## src/rtl/tri_pkg.sv

```systemverilog
// tri_pkg: shared constants, packet layout and types for the triangle setup
// stage (tri_setup and tri_bbox3).
package tri_pkg;

    localparam int PKT_W     = 144;
    localparam int COORD_W   = 16;
    localparam int FRAC_W    = 6;
    localparam int ATTR_W    = 48;
    localparam int EDGE_AB_W = 17;
    localparam int EDGE_C_W  = 33;
    localparam int AREA_W    = 35;
    localparam int INT_W     = COORD_W - FRAC_W;
    localparam int BBOX_W    = 4 * INT_W;
    localparam int CULL_W    = 16;

    // Packet field offsets
    localparam int OFS_V0X  = 0;
    localparam int OFS_V1X  = 16;
    localparam int OFS_V2X  = 32;
    localparam int OFS_V0Y  = 48;
    localparam int OFS_V1Y  = 64;
    localparam int OFS_V2Y  = 80;
    localparam int OFS_ATTR = 96;

    typedef struct packed {
        logic [COORD_W-1:0] x;
        logic [COORD_W-1:0] y;
    } vertex_t;

    typedef enum logic [2:0] {
        ST_IDLE,
        ST_SETUP,
        ST_MUL,
        ST_AREA,
        ST_OUT
    } setup_state_e;

    function automatic vertex_t get_vertex(input logic [PKT_W-1:0] pkt, input int idx);
        vertex_t v;
        v.x = pkt[OFS_V0X + COORD_W*idx +: COORD_W];
        v.y = pkt[OFS_V0Y + COORD_W*idx +: COORD_W];
        return v;
    endfunction

    // Difference of two zero-extended coordinates; 17 bits holds any result.
    function automatic logic [EDGE_AB_W-1:0] coord_diff(input logic [COORD_W-1:0] p,
                                                        input logic [COORD_W-1:0] q);
        return {1'b0, p} - {1'b0, q};
    endfunction

endpackage

```

## src/rtl/tri_bbox3.sv

```systemverilog
// tri_bbox3: combinational min/max of three unsigned 10.6 coordinates,
// returning integer parts only.
// Ports:
//   c0, c1, c2 : fixed-point coordinates
//   lo, hi     : floor(min), floor(max) as 10-bit integers
module tri_bbox3
    import tri_pkg::*;
(
    input  logic [COORD_W-1:0] c0,
    input  logic [COORD_W-1:0] c1,
    input  logic [COORD_W-1:0] c2,
    output logic [INT_W-1:0]   lo,
    output logic [INT_W-1:0]   hi
);

    logic [INT_W-1:0] i0, i1, i2;
    logic [INT_W-1:0] lo01, hi01;

    // Unsigned values: floor of the min equals the min of the floors.
    assign i0 = c0[COORD_W-1:FRAC_W];
    assign i1 = c1[COORD_W-1:FRAC_W];
    assign i2 = c2[COORD_W-1:FRAC_W];

    always_comb begin
        lo01 = (i0 < i1) ? i0 : i1;
        hi01 = (i0 > i1) ? i0 : i1;
        lo   = (lo01 < i2) ? lo01 : i2;
        hi   = (hi01 > i2) ? hi01 : i2;
    end

endmodule

```

## src/rtl/tri_setup.sv

```systemverilog
// tri_setup: triangle setup stage. Latches one 144-bit packet, computes
// bounding box, edge coefficients A/B/C and twice the signed area using one
// shared 16x16 multiplier, and drops degenerate triangles.
// Ports:
//   clk, rst_n                  : clock, async active-low reset
//   in_pkt, in_valid, in_ready  : packet input handshake
//   out_valid, out_ready        : result handshake
//   out_bbox, out_a, out_b,
//   out_c, out_area2, out_attr  : setup results (held until handshake)
//   out_cull_cnt                : saturating culled-triangle count
// Build option: TRI_SETUP_BACKFACE_CULL_EN also culls clockwise (area2 < 0).
//
// state    | meaning
// ---------+---------------------------------------------------------
// ST_IDLE  | in_ready=1, latch packet on in_valid
// ST_SETUP | A, B, bbox computed; C accumulators cleared
// ST_MUL   | k=0..5, one product per cycle into C(k/2)
// ST_AREA  | area2 = C0+C1+C2; cull or load outputs
// ST_OUT   | out_valid=1 until out_ready
module tri_setup
    import tri_pkg::*;
(
    input  logic                   clk,
    input  logic                   rst_n,
    input  logic [PKT_W-1:0]       in_pkt,
    input  logic                   in_valid,
    output logic                   in_ready,
    output logic                   out_valid,
    input  logic                   out_ready,
    output logic [BBOX_W-1:0]      out_bbox,
    output logic [3*EDGE_AB_W-1:0] out_a,
    output logic [3*EDGE_AB_W-1:0] out_b,
    output logic [3*EDGE_C_W-1:0]  out_c,
    output logic [AREA_W-1:0]      out_area2,
    output logic [ATTR_W-1:0]      out_attr,
    output logic [CULL_W-1:0]      out_cull_cnt
);

    setup_state_e state_r, state_nx;

    vertex_t                 v_r [3];
    logic [ATTR_W-1:0]       attr_r;
    logic [2:0]              k_r;
    logic [EDGE_C_W-1:0]     c_acc [3];
    logic [3*EDGE_AB_W-1:0]  a_r, b_r, a_nx, b_nx;
    logic [BBOX_W-1:0]       bbox_r, bbox_nx;
    logic [INT_W-1:0]        xmin, xmax, ymin, ymax;

    logic [1:0]              edge_idx;
    vertex_t                 va, vb;
    logic [COORD_W-1:0]      mul_x, mul_y;
    logic [2*COORD_W-1:0]    prod;
    logic [AREA_W-1:0]       area_sum;
    logic                    cull;

    tri_bbox3 u_bbox_x (
        .c0 (v_r[0].x),
        .c1 (v_r[1].x),
        .c2 (v_r[2].x),
        .lo (xmin),
        .hi (xmax)
    );

    tri_bbox3 u_bbox_y (
        .c0 (v_r[0].y),
        .c1 (v_r[1].y),
        .c2 (v_r[2].y),
        .lo (ymin),
        .hi (ymax)
    );

    // Edge i runs v(i) -> v(i+1 mod 3)
    always_comb begin
        a_nx = {coord_diff(v_r[2].y, v_r[0].y),
                coord_diff(v_r[1].y, v_r[2].y),
                coord_diff(v_r[0].y, v_r[1].y)};
        b_nx = {coord_diff(v_r[0].x, v_r[2].x),
                coord_diff(v_r[2].x, v_r[1].x),
                coord_diff(v_r[1].x, v_r[0].x)};
        bbox_nx = {ymax, ymin, xmax, xmin};
    end

    // Shared multiplier: even k forms xa*yb, odd k forms xb*ya
    always_comb begin
        edge_idx = k_r[2:1];
        va = v_r[0];
        vb = v_r[1];
        case (edge_idx)
            2'd1: begin
                va = v_r[1];
                vb = v_r[2];
            end
            2'd2: begin
                va = v_r[2];
                vb = v_r[0];
            end
            default: ;
        endcase
        mul_x = k_r[0] ? vb.x : va.x;
        mul_y = k_r[0] ? va.y : vb.y;
        prod  = mul_x * mul_y;
    end

    always_comb begin
        area_sum = {{2{c_acc[0][EDGE_C_W-1]}}, c_acc[0]}
                 + {{2{c_acc[1][EDGE_C_W-1]}}, c_acc[1]}
                 + {{2{c_acc[2][EDGE_C_W-1]}}, c_acc[2]};
`ifdef TRI_SETUP_BACKFACE_CULL_EN
        cull = (area_sum == '0) || area_sum[AREA_W-1];
`else
        cull = (area_sum == '0);
`endif
    end

    always_ff @(posedge clk or negedge rst_n) begin
        if (!rst_n) state_r <= ST_IDLE;
        else        state_r <= state_nx;
    end

    always_comb begin
        state_nx  = state_r;
        in_ready  = 1'b0;
        out_valid = 1'b0;
        case (state_r)
            ST_IDLE: begin
                in_ready = 1'b1;
                if (in_valid) state_nx = ST_SETUP;
            end
            ST_SETUP: state_nx = ST_MUL;
            ST_MUL:   if (k_r == 3'd5) state_nx = ST_AREA;
            ST_AREA:  state_nx = cull ? ST_IDLE : ST_OUT;
            ST_OUT: begin
                out_valid = 1'b1;
                if (out_ready) state_nx = ST_IDLE;
            end
            default:  state_nx = ST_IDLE;
        endcase
    end

    always_ff @(posedge clk or negedge rst_n) begin
        if (!rst_n) begin
            for (int i = 0; i < 3; i++) begin
                v_r[i]   <= '0;
                c_acc[i] <= '0;
            end
            attr_r       <= '0;
            k_r          <= '0;
            a_r          <= '0;
            b_r          <= '0;
            bbox_r       <= '0;
            out_bbox     <= '0;
            out_a        <= '0;
            out_b        <= '0;
            out_c        <= '0;
            out_area2    <= '0;
            out_attr     <= '0;
            out_cull_cnt <= '0;
        end else begin
            case (state_r)
                ST_IDLE: begin
                    if (in_valid) begin
                        for (int i = 0; i < 3; i++) v_r[i] <= get_vertex(in_pkt, i);
                        attr_r <= in_pkt[OFS_ATTR +: ATTR_W];
                    end
                end
                ST_SETUP: begin
                    a_r    <= a_nx;
                    b_r    <= b_nx;
                    bbox_r <= bbox_nx;
                    k_r    <= '0;
                    for (int i = 0; i < 3; i++) c_acc[i] <= '0;
                end
                ST_MUL: begin
                    for (int i = 0; i < 3; i++) begin
                        if (edge_idx == 2'(i)) begin
                            c_acc[i] <= k_r[0] ? c_acc[i] - {1'b0, prod}
                                               : c_acc[i] + {1'b0, prod};
                        end
                    end
                    k_r <= (k_r == 3'd5) ? 3'd0 : k_r + 3'd1;
                end
                ST_AREA: begin
                    // Outputs only move for emitted triangles, so a culled
                    // one never disturbs the last delivered result.
                    if (cull) begin
                        if (out_cull_cnt != '1) out_cull_cnt <= out_cull_cnt + 1'b1;
                    end else begin
                        out_bbox  <= bbox_r;
                        out_a     <= a_r;
                        out_b     <= b_r;
                        out_c     <= {c_acc[2], c_acc[1], c_acc[0]};
                        out_area2 <= area_sum;
                        out_attr  <= attr_r;
                    end
                end
                default: ;
            endcase
        end
    end

endmodule
```

## config.mk

```make
export PLATFORM = sky130hd
export DESIGN_NAME = tri_setup
export DESIGN_NICKNAME = d
export VERILOG_FILES = /design/src/rtl/tri_pkg.sv /design/src/rtl/tri_bbox3.sv /design/src/rtl/tri_setup.sv
export SDC_FILE = /design/constraint.sdc
export NUM_CORES = 2
export LEC_CHECK = 0
export CAP_MARGIN = 30
export CORE_MARGIN = 5
export CORE_UTILIZATION = 30
export DETAILED_ROUTE_END_ITERATION = 12
export SLEW_MARGIN = 20
export SYNTH_ARGS = -nofsm -noshare
export SYNTH_HDL_FRONTEND = slang
export SYNTH_SLANG_ARGS = --single-unit
```

## constraint.sdc

```tcl
create_clock -name clk -period 13.4 [get_ports clk]
set_input_delay 2.01 -clock clk [delete_from_list [all_inputs] [get_ports clk]]
set_output_delay 2.01 -clock clk [all_outputs]
set_load 0.02 [all_outputs]
```

* Word level (Yosys, flattened, before mapping)
Index checks and enable logic that the tools add are counted.
Word-level totals: bits in registers 731, output and inout bits 342
Cells by class: add/subtract/negate cells 16, $mul 1, magnitude comparators 8, equality and inequality tests 14, muxes and demuxes 28, bitwise operators 1, reductions and logical operators 11
Operators by type and width (number):
- $mux W33 | 6
- $pmux W99 S2 | 1
- $pmux W32 S2 | 2
- $sub A16 B16 Y17 | 6
- $add A33 B32 Y33 | 3
- $sub A33 B32 Y33 | 3
- $mux W10 | 8
- $gt A10 B10 Y1 | 4
- $lt A10 B10 Y1 | 4
- $add A34 B33 Y35 | 1
- $logic_not A35 Y1 | 1
- $add A33 B33 Y34 | 1
- $mul A16 B16 Y32 | 1
- $mux W16 | 2
- $add A16 B1 Y16 const B | 1
- $ne A16 B16 Y1 const B | 1
- $mux W3 | 5
- $pmux W3 S5 | 1
- $ne A2 B2 Y1 const B | 6
- $reduce_and A2 Y1 | 5
- $eq A3 B2 Y1 const B | 2
- $eq A3 B3 Y1 const B | 2
- $pmux W3 S2 | 1
- $reduce_and A3 Y1 | 2
- other kinds (9) | 10

* Longest topological paths before layout
word-level depth 8, depth in mapped cells 49, gate-level depth less buffers 44

* Modules after synthesis
Synthesis repeated with hierarchy kept, for this count alone.
Unflattened totals: cell total of the unflattened synthesis 5290, area, all modules 51180.3 um^2
Modules (own cells, without submodules):
- tri_setup | instances 1, cells an instance 4978, area each 48713.0 um^2, seq. area each 18292.5 um^2
- tri_bbox3 | instances 2, cells an instance 156, area each 1233.7 um^2, seq. area each 0.0 um^2

* Worst setup path after synthesis
No wires, ideal clock.
path type reg-to-reg, start point register k_r[0], end point register c_acc[95] (netlist bit), setup time 0.121 ns, arrival time 10.802 ns, data required time 13.279 ns, slack 2.477 ns, cell stages (with the launch flop) 45, buffers on the path 5, clock period less this slack 10.923 ns, path through dfrtp_1 buf_2 buf_1 buf_1 and2_1 or2_2 clkbuf_1 a222oi_1 nand2_1 o21ai_1 clkbuf_1 nor2_1 fa_1 inv_1 fa_1 fa_1 fa_1 inv_1 [9 not listed] o21ai_1 o41ai_1 xor2_1 ha_1 a21o_1 a21oi_1 o22ai_1 a2111oi_0 o21ai_0 maj3_1 maj3_1 o2111ai_1 nand3_1 o41ai_2 nor2_1 xor2_1 o21ai_0 a22o_1
On the way: cells in the longest elaborated chain, start to end 6, elaborated cells on any way between the ends 8, those cells by class 2 x add/sub; 1 x mul; 5 x mux
Ends and longest elaborated chain:
- start, declared | line tri_setup.sv:43 | logic [2:0] k_r;
- start signal, assigned | line tri_setup.sv:180 | k_r <= (k_r == 3'd5) ? 3'd0 : k_r + 3'd1;
- $mux W16, on equally long branches | line tri_setup.sv:99, tri_setup.sv:100
- $mul A16 B16 Y32 | line tri_setup.sv:101 | prod = mul_x * mul_y;
- $add A33 B32 Y33 / $sub A33 B32 Y33 (equally long branches) | line tri_setup.sv:177, tri_setup.sv:176
- $mux W33 (*) | line tri_setup.sv:176 | c_acc[i] <= k_r[0] ? c_acc[i] - {1'b0, prod}
- $mux W33 (*) | line tri_setup.sv:175 | if (edge_idx == 2'(i)) begin
- $pmux W99 S2 (*) | line tri_setup.sv:159 | case (state_r)
- end signal, assigned by index | line tri_setup.sv:176
- end, declared | line tri_setup.sv:44 | logic [EDGE_C_W-1:0] c_acc [3];
Every way passes the cells marked *; elsewhere a longest branch is shown, timed or not. The select of a mux whose other input is x is not followed. A chain may end at the register's enable or synchronous reset.

* Final worst setup path
start point register k_r[2], end point register c_acc[95] (netlist bit)
On the way: cells in the longest elaborated chain, start to end 8, elaborated cells on any way between the ends 15, those cells by class 2 x add/sub; 1 x mul; 3 x eq/ne; 7 x mux; 2 x reduce/logical
Ends and longest elaborated chain:
- $eq A2 B2 Y1 / $eq A2 B1 Y1 (equally long branches) | line tri_setup.sv:88 | case (edge_idx)
- $pmux W32 S2 | line tri_setup.sv:88
- $mux W16, on equally long branches | line tri_setup.sv:99, tri_setup.sv:100
- $mul A16 B16 Y32 | line tri_setup.sv:101
- $add A33 B32 Y33 / $sub A33 B32 Y33 (equally long branches) | line tri_setup.sv:177, tri_setup.sv:176
- $mux W33 | line tri_setup.sv:176
- $mux W33 | line tri_setup.sv:175
- $pmux W99 S2 | line tri_setup.sv:159
Parallel ways exist; a longest one is shown, timed or not. The select of a mux whose other input is x is not followed.

==> flow_summary.ini <==
[worst_hold_path]
min_path_cells = 2
hold_start = bbox_r[30]
min_to = bbox_r[30]
hp-class = reg -> reg

[yosys]
postSynthCellCount = 5130
syn_area_um2 = 50400
ys.flop_type = dfrtp_1
yosys_warnings = 0
synth_edf_count = 0
synth.area.top_cells = dfrtp_1 (36%), fa_1 (9.4%), ha_1 (8.9%)
synth_nets = 5872
synth_area_leader_cell = dfrtp_1
synth_area_per_cell_um2 = 9.82
yosys_register_bits = 731
synth_cell_types = 113
async_flop_share = 1.00
synth_top_area_frac = 0.363
ys_seq_area_frac = 0.363

[timing]
maxSlewViolCount = 0
rsz0062_at_grt = false
layout_min_cycle_time_ps = 12510
post-route-period-util = 0.934
fmax_mhz = 79.9
tns_ps = 0
slew_headroom = 0.269
hold_viol = 0
setup_viol = 0
worst_slew_pin_slew_ps = 1090
skew_ps = 38.1

[setup_path]
critPathCaptureType = flip-flop
critPathSlowestCell = nor2b_1
cp.depth = 42
setup.worst_path.class = reg -> reg
worstRegToRegCells = 42
r2r_end = c_acc[95]
max_stage_delay_ps = 600
cp_max_fo = 22
crit_arrival_ps = 13090
r2r_slack_ps = 890
r2r_start = k_r[2]
critical-path-top-delay-family = adder cells
startpoint_type = flip-flop
cp_data_required_time_ps = 13980
cp.buffers_inverters = 7

[detailed_routing]
drtAntennaViolNets = 0
drt_iter0_drc = 2868
drcViolationCount = 0
vias = 39400
routedWlPerCell_um = 20.5
routed_wl_um = 160000
dr.pass1.iters = 9
viasPerCell = 5.04

[finish]
final_cell_count_no_fill = 7816
final_cell_mix = dfrtp_1 (730), nand2_1 (613), clkdlybuf4s50_1 (488)
layout_commonest_cell = dfrtp_1
drive_gt1_frac = 0.0638
seq_area_um2 = 18300
syn_to_final_growth_pct = 19.9
fillers = 16700
fin_nets = 6287
multiInputGateArea_um2 = 29400

[cts]
htreeDepth = 3
clock_latency_ps = 710
path_clk_slew_ps = 60
cts_made_buffers = 81
clockRootBuffer = clkbuf_16
numClockSinks = 731
cts_tree = yes
clockBufferDepth = 3

[global_route]
grt_max_degree = 238
first_global_vias = 40100
grt_usage = 0.179
antenna_found_initial = 7
grt_pass1_wl_um = 245000
grt_overflow = 0

[place]
placed_cells = 7662
dp_hpwl_um = 125000
port_buffers = 489
gp_congestion = 0.927

[job]
maxCapViolations = 0

[floorplanning]
die_w_um = 420
ios = 490
num_rows = 150
core_area_um2 = 167000
die-area_um2 = 176000
start_util = 0.302
die_y_um = 420

[status]
status = finished, final reports clean
==> worst reg2reg max path: cells and delay by family, from the launching register on <==
family / cells / cell delay [ps]
xor+xnor: 2 / 550
simple gates: 7 / 1830
flops: 1 / 410
buf+inv: 7 / 730
compound gates: 15 / 3550
fa+ha+maj: 11 / 5330
==> cells in the mapped netlist, types with 32 or more instances <==
cell,n
xnor2_1,139
nand2b_1,64
mux2_2,81
o21ai_1,32
o21ai_0,489
a21oi_1,168
mux2i_1,32
o31ai_1,69
o21a_1,46
mux2_1,274
a21boi_0,35
inv_1,451
nand2_1,616
ha_1,357
xor2_1,85
dfrtp_1,731
nor2b_1,55
fa_1,237
a21o_1,88
nor2_1,273
nand3_1,104
clkbuf_1,150
==> repair_timing <==
item	CTS	global route
setup buffers	0	0
hold buffers	0	0
gates resized for setup	0	1
setup endpoints to repair	0	2
==> flip-flops by register name, summed over array words and instances, names as in the netlist <==
signal,flops
out_area2,35
state_r,3
c_acc,99
a_r,51
bbox_r,40
out_bbox,40
out_attr,48
b_r,51
k_r,3
out_c,99
out_a,51
out_cull_cnt,16
out_b,51
attr_r,48
v_r,96
==> how the worst max path moves through the flow <==
stage	startpoint	endpoint	slack, ps
3_5_place_dp	k_r[2]	c_acc[64]	910
4_1_cts	k_r[2]	c_acc[64]	880
2_1_floorplan	k_r[0]	c_acc[95]	2480
6_report	k_r[2]	c_acc[95]	890
3_3_place_gp	k_r[2]	c_acc[64]	1050
5_1_grt	k_r[2]	c_acc[97]	50
==> per-stage QoR <==
step | hold slack [ps] | worst slack [ps] | cell area, um^2 | util
detailed placement | 459 | 906 | 57600 | 0.345
global placement | 456 | 1050 | 57400 | 0.344
global route | 495 | 46.2 | 60400 | 0.362
floorplan | 432 | 2480 | 50400 | -
CTS | 472 | 883 | 60300 | 0.361
finish | 464 | 887 | 60400 | 0.362
==> per-layer routing <==
layer,wire length (um),up-vias,global-route usage
met5,0,-,0
met4,6560,0,0.0675
met3,7430,251,0.0225
met2,81100,990,0.321
met1,65300,19600,0.218
li1,-,18600,-
==> area by class of cell <==
class                   instances  share of cell area
multi-input cells            3729               0.486
repair buffers                550              0.0913
clock buffers                 115              0.0394
inverters                     452              0.0281
flip-flops and latches        731               0.303
diodes                          5            0.000207
clock inverters                30             0.00609
well taps                    2204              0.0456
==> logic make-up after synthesis <==
logic type      Yosys count  synth area share
simple gates           1316             0.119
compound gates         1181             0.149
flops                   731             0.363
buf+inv                 670            0.0551
fa+ha+maj               614             0.187
mux                     392            0.0879
xor+xnor                226            0.0396
Power is not shown: default switching activity piles up to over one toggle a cycle in this logic, so the estimate is an artifact.
